`src/rtl/axis_beat_check.sv`:
```
// Combinational per-beat checker: byte popcount, strobe shape and payload pattern.
// In: tdata, tstrb, tlast, base byte, lane-0 byte index. Out: popcnt, strobe_ok, data_ok.
module axis_beat_check (
    input  logic [63:0] tdata,
    input  logic [7:0]  tstrb,
    input  logic        tlast,
    input  logic [7:0]  base,
    input  logic [7:0]  byte_idx,
    output logic [3:0]  popcnt,
    output logic        strobe_ok,
    output logic        data_ok
);

    always_comb begin
        popcnt  = '0;
        data_ok = 1'b1;
        for (int i = 0; i < 8; i++) begin
            popcnt = popcnt + {3'b000, tstrb[i]};
            if (tstrb[i] &&
                tdata[8*i +: 8] != 8'(base + byte_idx + 8'(i)))
                data_ok = 1'b0;
        end
        // A last beat must be a contiguous low-aligned mask (2^k-1, k>0).
        if (tlast)
            strobe_ok = (tstrb != 8'h00) &&
                        ((tstrb & 8'(tstrb + 8'd1)) == 8'h00);
        else
            strobe_ok = (tstrb == 8'hFF);
    end

endmodule

```
`config.mk`:
```
export PLATFORM = sky130hd
export DESIGN_NAME = axis_beat_check
export DESIGN_NICKNAME = d
export VERILOG_FILES = /design/src/rtl/axis_beat_check.sv
export SDC_FILE = /design/constraint.sdc
export NUM_CORES = 1
export LEC_CHECK = 0
export BUFFER_PORTS_ARGS = -buffer_cell sky130_fd_sc_hd__buf_2
export CORE_UTILIZATION = 52
export DETAILED_ROUTE_END_ITERATION = 16
export PLACE_DENSITY = 0.85
export SLEW_MARGIN = 10
export SYNTH_ARGS = -nofsm -noshare
export SYNTH_HDL_FRONTEND = slang
export SYNTH_SLANG_ARGS = --single-unit
```
`constraint.sdc`:
```
create_clock -name vclk -period 4.5
set_input_delay 0.225 -clock vclk [all_inputs]
set_output_delay 0.225 -clock vclk [all_outputs]
set_load 0.01 [all_outputs]
```
======== Word-level counts from Yosys, hierarchy flattened ========
Cells that the tools add are included.
Widths: inputs -> output; s select.
cells by class
  $add $sub $neg .......................... 16
  bitwise gates (word level) .............. 1
  equality and inequality tests ........... 9
  muxes and demuxes ....................... 9
  reduce and logical (&&, ||, !) cells .... 11
operators with widths
  cell                 count
  $ne 8x8->1           8
  $add 8x3->8 const B  4
  $add 4x1->4          4
  $add 8x1->8 const B  2
  $add 8x2->8 const B  2
  $logic_and 1x1->1    9
  $mux 1               9
  $add 8x8->8          1
  $and 8x8->8          1
  $eq 8x8->1 const B   1
  $logic_not 8->1      1
  $reduce_bool 8->1    1
  $add 3x1->4          1
  $add 2x1->3          1
  $add 1x1->2          1
word-level totals
  input bits .............................. 89
  output and inout port bits .............. 6
  logic and storage cells ................. 46
  bits in registers ....................... 0

======== Depth between registers and ports, before layout ========
Gate-level depths: netlist (run 1).
  depth in word-level cells ............... 11
  depth in mapped cells ................... 14
  gate-level depth less buffers ........... 12

======== Least setup slack after synthesis (run 1) ========
OpenSTA, ideal clock, no wires.
  path kind ............................... input to output
  from .................................... in base[2]
  to ...................................... out data_ok
  buffers on the path ..................... 2
  stages .................................. 14
  data required time ...................... 4.275 ns
  data arrival time ....................... 3.188 ns
  path slack .............................. 1.087 ns
  cells stage by stage .................... ha_1 -> and3_1 -> or3_2 -> and2_1 -> buf_2 -> ha_1 -> clkbuf_1 -> a21oi_1 -> xnor2_1 -> xnor2_1 -> a31oi_1 -> nor3_1 -> o2111ai_1 -> nor4_2
between the ends
  longest elaborated chain between the ends .. 11
ends and longest elaborated chain
  what                                             RTL line  source
  start, declared                                  7         input logic [7:0] base,
  $add 8x8->8 *                                    20        tdata[8*i +: 8] != 8'(base + byte_idx + 8'(i)))
  $add 8x1->8 or $ne 8x8->1 (tied branches)        20
  $ne 8x8->1 or $logic_and 1x1->1 (tied branches)  20, 19
  $logic_and 1x1->1 or $mux 1 (tied branches)      19        if (tstrb[i] &&
  $mux 1 (6 in series)                             19
  $mux 1 *                                         19
  end, declared                                    11        output logic data_ok
Mark *: on every way between the ends. The rest lies on a longest branch, timed or not.

======== Worst setup path in the final report (run 1) ========
Ends and elaborated chain as after synthesis.

==> results.md, run 1 <==
- Status: finished, final reports clean
- Largest net degree at the start of global routing: 18
- Starting Density: 54.8%
- Final Setup Violations: 0
- Die area: 4930 um2
- Post-route cell area: 2910 um2
- Minimum clock period: 4.01 ns
- Via density: 5.67
- Hold Crit Class: input port to output port
- Clkbuf count: 0
- Yosys cell types: 58
- CP Data Arrival Time: about 3.8 ns
- Routed wire per std cell: 14.8 um
- Peak VDD IR: 0.112 mV
- Die Y: approximately 70 um
- Area of the core: between 4000 and 5000 um2
- Fillers: 370
- Slew HR: 28.4%
- 1st-pass router iterations: 4
- Peak Freq: 249 MHz
- N_diodes: 0
- # DRC: 0
- RSZ-0062 raised after global routing: false
- Hpwl dp: 5.39 mm
- Vias in the first global route: 2305
- Hold buffer count at cts: 0
- Number of setup buffers added after CTS: 0
- Final ANT Viol Nets: 0
- Required @ worst endpoint: 4.28 ns
- Max-Cap Viols: 0
- Global-route wire length before repair: 10.4 mm
- Seq cells: 0
- GPL Wtd Cong: 0.899
- Synthesis warning total: 0
- Worst Path Max Fanout: 11
- Row Count: 24
- Largest cells by area after synthesis: xnor2_1 21%, ha_1 12%, xnor3_1 9.3%
- Crit Path Class: input port to output port
- Hold path start: tlast
- Pwr/cell area: 220 nW/um2
- Syn Inst Count: 290
- Global Route Usage Sum: between 20% and 30%
- Crit-path cells: buf_2 -> ha_1 -> and3_1 -> o21ai_0 -> and2_1 -> ha_1 -> nor2b_1 -> xnor2_1 -> xnor2_1 -> nand3_1 -> o41ai_2 -> o2111ai_1 -> nor4_2 -> buf_2
- Commonest cells after routing, fill and taps aside: 95 x buf_2, 57 x xnor2_1, 23 x ha_1, 20 x xor2_1, 19 x inv_1
- Setup crit start kind: input port
- PostCTS Resize Cnt: 0
- Pins Over Slew Limit: 0
- LEAKAGE: between 1 and 1.5 nW
- Syn_nets: 407
- Top-area cell type share of the netlist area: 20.6%
- Setup TNS: 0 ns
- Global route overflow: 0
- Hold Path End: strobe_ok
- Final WL: 6.32 mm
- Commonest non-fill, non-tap cell in the layout: buf_2
- Synth Cell Area: about 2400 um2
- IO Pins: 95
- Mapped Avg Cell Area: roughly 8.3 um2
- Slowest-stage cell, CP: and2_1
- Number of port buffers: 95
- Via count: 2420
- Final Hold Viols: 0
- Post-synthesis sequential area ratio: 0%
- Period utilization: about nine tenths
- Actual slew at the worst max-slew pin: 1.07 ns
- Chip width: 70.2 um
- Worst Hold Depth: 3
- Critical Path Sink Type: output port
- Area leader, netlist: xnor2_1
- Area of placed instances: 2910 um2
- Final Power: 0.000640 W
- Layout net count: 494
- Layout cells sized above 1: 29.3%
- Initial drt markers: 192
- CP max stage delay: 0.50 ns
- Initial antenna violation count: 0
- Area grow syn2layout: 20.1%
- Register Area: 0 um2
## where the power goes
part / total (W) / switching [W] / internal [W] / leakage (nW)
registers: 0 / 0 / 0 / 0
logic: 0.000640 / 0.000331 / 0.000308 / 1.35
clock network: 0 / 0 / 0 / 0
total: 0.000640 / 0.000331 / 0.000308 / 1.35
## worst max-delay path, delay by kind of cell
kind | cells | cell delay (ns)
simple gates | 5 | 1.27
compound gates | 3 | 0.87
fa+ha+maj | 2 | 0.85
xor+xnor | 2 | 0.29
buf+inv | 2 | 0.27
## stage by stage
stage	cells	worst slack, ns	util [%]	hold slack, ns
CTS	427	0.511	65.8	0.725
floorplan	290	1.09	-	0.533
finish	427	0.489	65.8	0.725
global route	427	0.179	65.8	0.752
global placement	427	0.606	65.8	0.725
detailed placement	427	0.527	65.8	0.725
## logic make-up after synthesis
kind of cell / Yosys count / share of synthesized area, %
xor gates and xnor gates: 91 / 40.6
and+or+nand+nor: 89 / 21.0
AOI/OAI and AO/OA: 51 / 16.4
buffers and inverters: 30 / 5.48
adders and majority gates: 28 / 16.0
muxes: 1 / 0.414
## worst max path at each step
stage	start	to	slack [ns]	depth (start not counted)
floorplan	base[2]	data_ok	1.09	14
global placement	base[2]	data_ok	0.61	14
detailed placement	base[2]	data_ok	0.53	14
global route	base[2]	data_ok	0.18	14
CTS	base[2]	data_ok	0.51	14
finish	base[2]	data_ok	0.49	14
## layout make-up
| class | count | area, um2 | share of cell area [%] |
|---|---|---|---|
| multi-input cells | 260 | 2290 | 78.7 |
| repair buffers | 96 | 483 | 16.6 |
| inverters | 19 | 71.3 | 2.45 |
| well taps | 52 | 65.1 | 2.24 |
## layer usage
layer,vias to the layer above,share of wire (%),GRT usage (%)
met5,-,0,0
met4,0,1.5,3.33
met3,8,4.9,1.01
met2,82,49,47.9
met1,1123,44,34.0
li1,1207,-,-
## cell usage after synthesis (3+ instances only)
library cell   n
a21o_1         4
o21ai_0        5
a31oi_1        4
or3_1          3
nor2_1        11
nor3_1        13
and4_1         3
o2111ai_1      3
xnor2_1       57
nor2b_1        3
xnor3_1       10
buf_2          4
inv_1         19
nand2_1       15
a21oi_1       10
and2_1         4
nand4_1       10
nand3_1        6
o211ai_1       3
fa_1           5
nor4_1         7
xor2_1        20
clkbuf_1       3
ha_1          23
(Power assumes the default switching activity.)
==> inputs of run 2 (changes only) <==
--- a/config.mk
+++ b/config.mk
@@ -5,10 +5,13 @@
 export SDC_FILE = /design/constraint.sdc
 export NUM_CORES = 1
 export LEC_CHECK = 0
+export ABC_AREA = 1
 export BUFFER_PORTS_ARGS = -buffer_cell sky130_fd_sc_hd__buf_2
-export CORE_UTILIZATION = 52
+export CORE_UTILIZATION = 53
 export DETAILED_ROUTE_END_ITERATION = 16
 export PLACE_DENSITY = 0.85
+export SETUP_SLACK_MARGIN = 0.3
+export SKIP_LAST_GASP = 1
 export SLEW_MARGIN = 10
 export SYNTH_ARGS = -nofsm -noshare
 export SYNTH_HDL_FRONTEND = slang
==> run 2 against run 1 <==
Via count is 32% higher. Hold slack better by 0.11 ns. Count of clock-buffer cells in the layout stayed put. Flip-flop and latch count stayed put. Critical endpoint unchanged. Highest routed layer unchanged.
==> results.md, run 2 <==
- GPL Wtd Cong: 0.956 (+6.3%)
- Clkbuf count: 0 (unchanged)
- Area of the multi-input gates: 2320 um2 (+1.6%)
- Global-route wire length before repair: 11.8 mm (+14%)
- Area grow syn2layout: 19.2%
- Setup TNS: 0 ns (unchanged)
- Initial drt markers: 136 (-29%)
- Peak VDD IR: 0.125 mV (+11%)
- Critical path's most frequent cell: nand2_1
- Die area: 5270 um2 (+6.9%)
- Setup crit start kind: input port
- CP Data Arrival Time: 3.18 ns (-0.61 ns)
- Post-synthesis sequential area ratio: 0% (unchanged)
- CP max stage delay: 0.44 ns (-0.06 ns)
- Post-synth top cells: 175 x nand2_1, 68 x inv_1, 48 x nand3_1
- Via count: 3196 (+32%)
- Final WL: 7.16 mm (+13%)
- Yosys cell types: 29 (-50%)
- Hold buffer count at cts: 0 (unchanged)
- Die Y: 72.6 um (+3.4%)
- Sequential share of power: 0% (unchanged)
- 1st-pass router iterations: 4 (unchanged)
- Actual slew at the worst max-slew pin: 0.625 ns (-0.442 ns)
- Status: finished, final reports clean
- Sw frac: 61.3% (+9.5 points)
- Final ANT Viol Nets: 0 (unchanged)
- Internal power: 0.000219 W (-29%)
- Global Route Usage Sum: 27.5% (+1.6 points)
- Syn Inst Count: 481 (+66%)
- Number of port buffers: 95 (unchanged)
- Row Count: 25 (+4.2%)
- Final Hold Viols: 0 (unchanged)
- Initial antenna violation count: 0 (unchanged)
- Commonest cells after routing, fill and taps aside: 175 x nand2_1, 95 x buf_2, 68 x inv_1, 48 x nand3_1, 38 x nor2_1
- Critical Path Sink Type: output port
- RSZ-0062 raised after global routing: false
- Required @ worst endpoint: 4.28 ns (about the same)
- Synth Cell Area: 2640 um2 (+9.2%)
- Crit-path cells: buf_2 -> ha_1 -> fa_1 -> inv_1 -> nand2_1 -> nand2_1 -> ha_1 -> nand2_1 -> xor2_1 -> xor2_1 -> nor2_1 -> nand2_1 -> nor2_1 -> nand3_1 -> nand2_1 -> nand2_1 -> nor2_1 -> nand2_1 -> nor2_1 -> buf_2
- Crit Path Class: input port to output port
- Comb pwr share: 100.0% (about the same)
- Starting Density: 55.6% (+0.73 points)
- Slew HR: 58.4% (+30 points)
- Hold Crit Class: input port to output port
- Hpwl dp: 6.08 mm (+13%)
- PostCTS Resize Cnt: 0 (unchanged)
- Final Core Density: 66.2% (+0.39 points)
- Fraction of power consumed by the clock network: 0% (unchanged)
- Pins Over Slew Limit: 0 (unchanged)
- IO Pins: 95 (unchanged)
- Peak Freq: 293 MHz (+18%)
- Register Area: 0 um2 (unchanged)
- Final Setup Violations: 0 (unchanged)
- Chip width: 72.6 um (+3.4%)
- Global route overflow: 0 (unchanged)
- N_diodes: 0 (unchanged)
- Buf+Inv Stages, Crit Path: 3 (+1)
- Synthesis warning total: 0 (unchanged)
- Vias in the first global route: 2834 (+23%)
- Routed wire per std cell: 11.2 um (-24%)
- Largest cells by area after synthesis: nand2_1 25%, ha_1 11%, xor2_1 9.9%
- Area leader, netlist: nand2_1
- Minimum clock period: 3.41 ns (-0.603 ns)
- Fillers: 487 (+32%)
- Mapped Avg Cell Area: 5.49 um2 (-34%)
- Via density: 5.02 (-11%)
- LEAKAGE: 1.85 nW (+38%)
- Worst Path Max Fanout: 14 (+3)
- Seq cells: 0 (unchanged)
- Syn_nets: 598 (+47%)
- Slowest-stage cell, CP: fa_1
- Period utilization: 75.7% (-13 points)
- Top delay family on crit path: simple AND/OR/NAND/NOR gates
- Psw: 0.000346 W (+4.5%)
- Commonest non-fill, non-tap cell in the layout: nand2_1
- # DRC: 0 (unchanged)
- Layout net count: 689 (+39%)
- Final Power: 0.000565 W (-12%)
- Number of setup buffers added after CTS: 0 (unchanged)
- Area of the core: 4750 um2 (+7.7%)
- Layout cells sized above 1: 21.2% (-8.1 points)
- Most frequent cell after synthesis: nand2_1
- Pwr/cell area: 179 nW/um2 (-19%)
- Largest net degree at the start of global routing: 17 (-1)
- Top-area cell type share of the netlist area: 24.9% (+4.2 points)
- Max-Cap Viols: 0 (unchanged)
[run 2: changes by cell type after synthesis, moves of 10 or more]
cell	previous run	this run
inv_1	19	68
nand3_1	6	48
nand2_2	0	11
nand2_1	15	175
xor2_1	20	30
nor2_1	11	38
xnor2_1	57	22
xnor3_1	10	0
[run 2: per-layer routing]
metal	global-route usage (%)	part of all wire, %
met5	0	0
met4	4.79	1.3
met3	0.138	6.3
met2	49.1	46
met1	37.6	46
[run 2: final cells by class]
cell class | instances | area share (%)
inverters | 69 | 8.22
repair buffers | 96 | 15.3
well taps | 67 | 2.66
multi-input cells | 405 | 73.8
[run 2: power by group through the flow]
| stage | clock network [W] | registers (W) | logic, W |
|---|---|---|---|
| 6_report | 0 | 0 | 0.000565 |
| 5_1_grt | 0 | 0 | 0.000638 |
| 4_1_cts | 0 | 0 | 0.000563 |
| 3_5_place_dp | 0 | 0 | 0.000561 |
| 3_3_place_gp | 0 | 0 | 0.000549 |
| 2_1_floorplan | 0 | 0 | 0.000425 |
[run 2: worst min-delay path, stage by stage]
cell   delay, ns
buf_2       0.13
ha_1        0.14
buf_2       0.12
[run 2: kinds of logic (layout without fill, tap and decap cells)]
logic type | count (synthesis) | after routing | synth area share, %
compound gates | 24 | 24 | 5.30
xor+xnor | 52 | 52 | 17.2
fa+ha+maj | 28 | 28 | 14.7
buf+inv | 76 | 165 | 12.0
simple gates | 301 | 301 | 50.7
[run 2: path summary, 6_finish.rpt]
path,start,endpoint,slack [ns],cells past startpoint
min,tstrb[2],popcnt[0],0.83,3
max,base[0],data_ok,1.09,20
[run 2: stage by stage]
step	cell area (um2)	worst slack [ns]	std cells	hold WS, ns
final	3150	1.09	637	0.834
after floorplan	2640	1.58	481	0.597
after detailed placement	3150	1.14	637	0.835
after CTS	3150	1.13	637	0.834
after global placement	3150	1.15	637	0.818
after global routing	3150	0.812	637	0.862
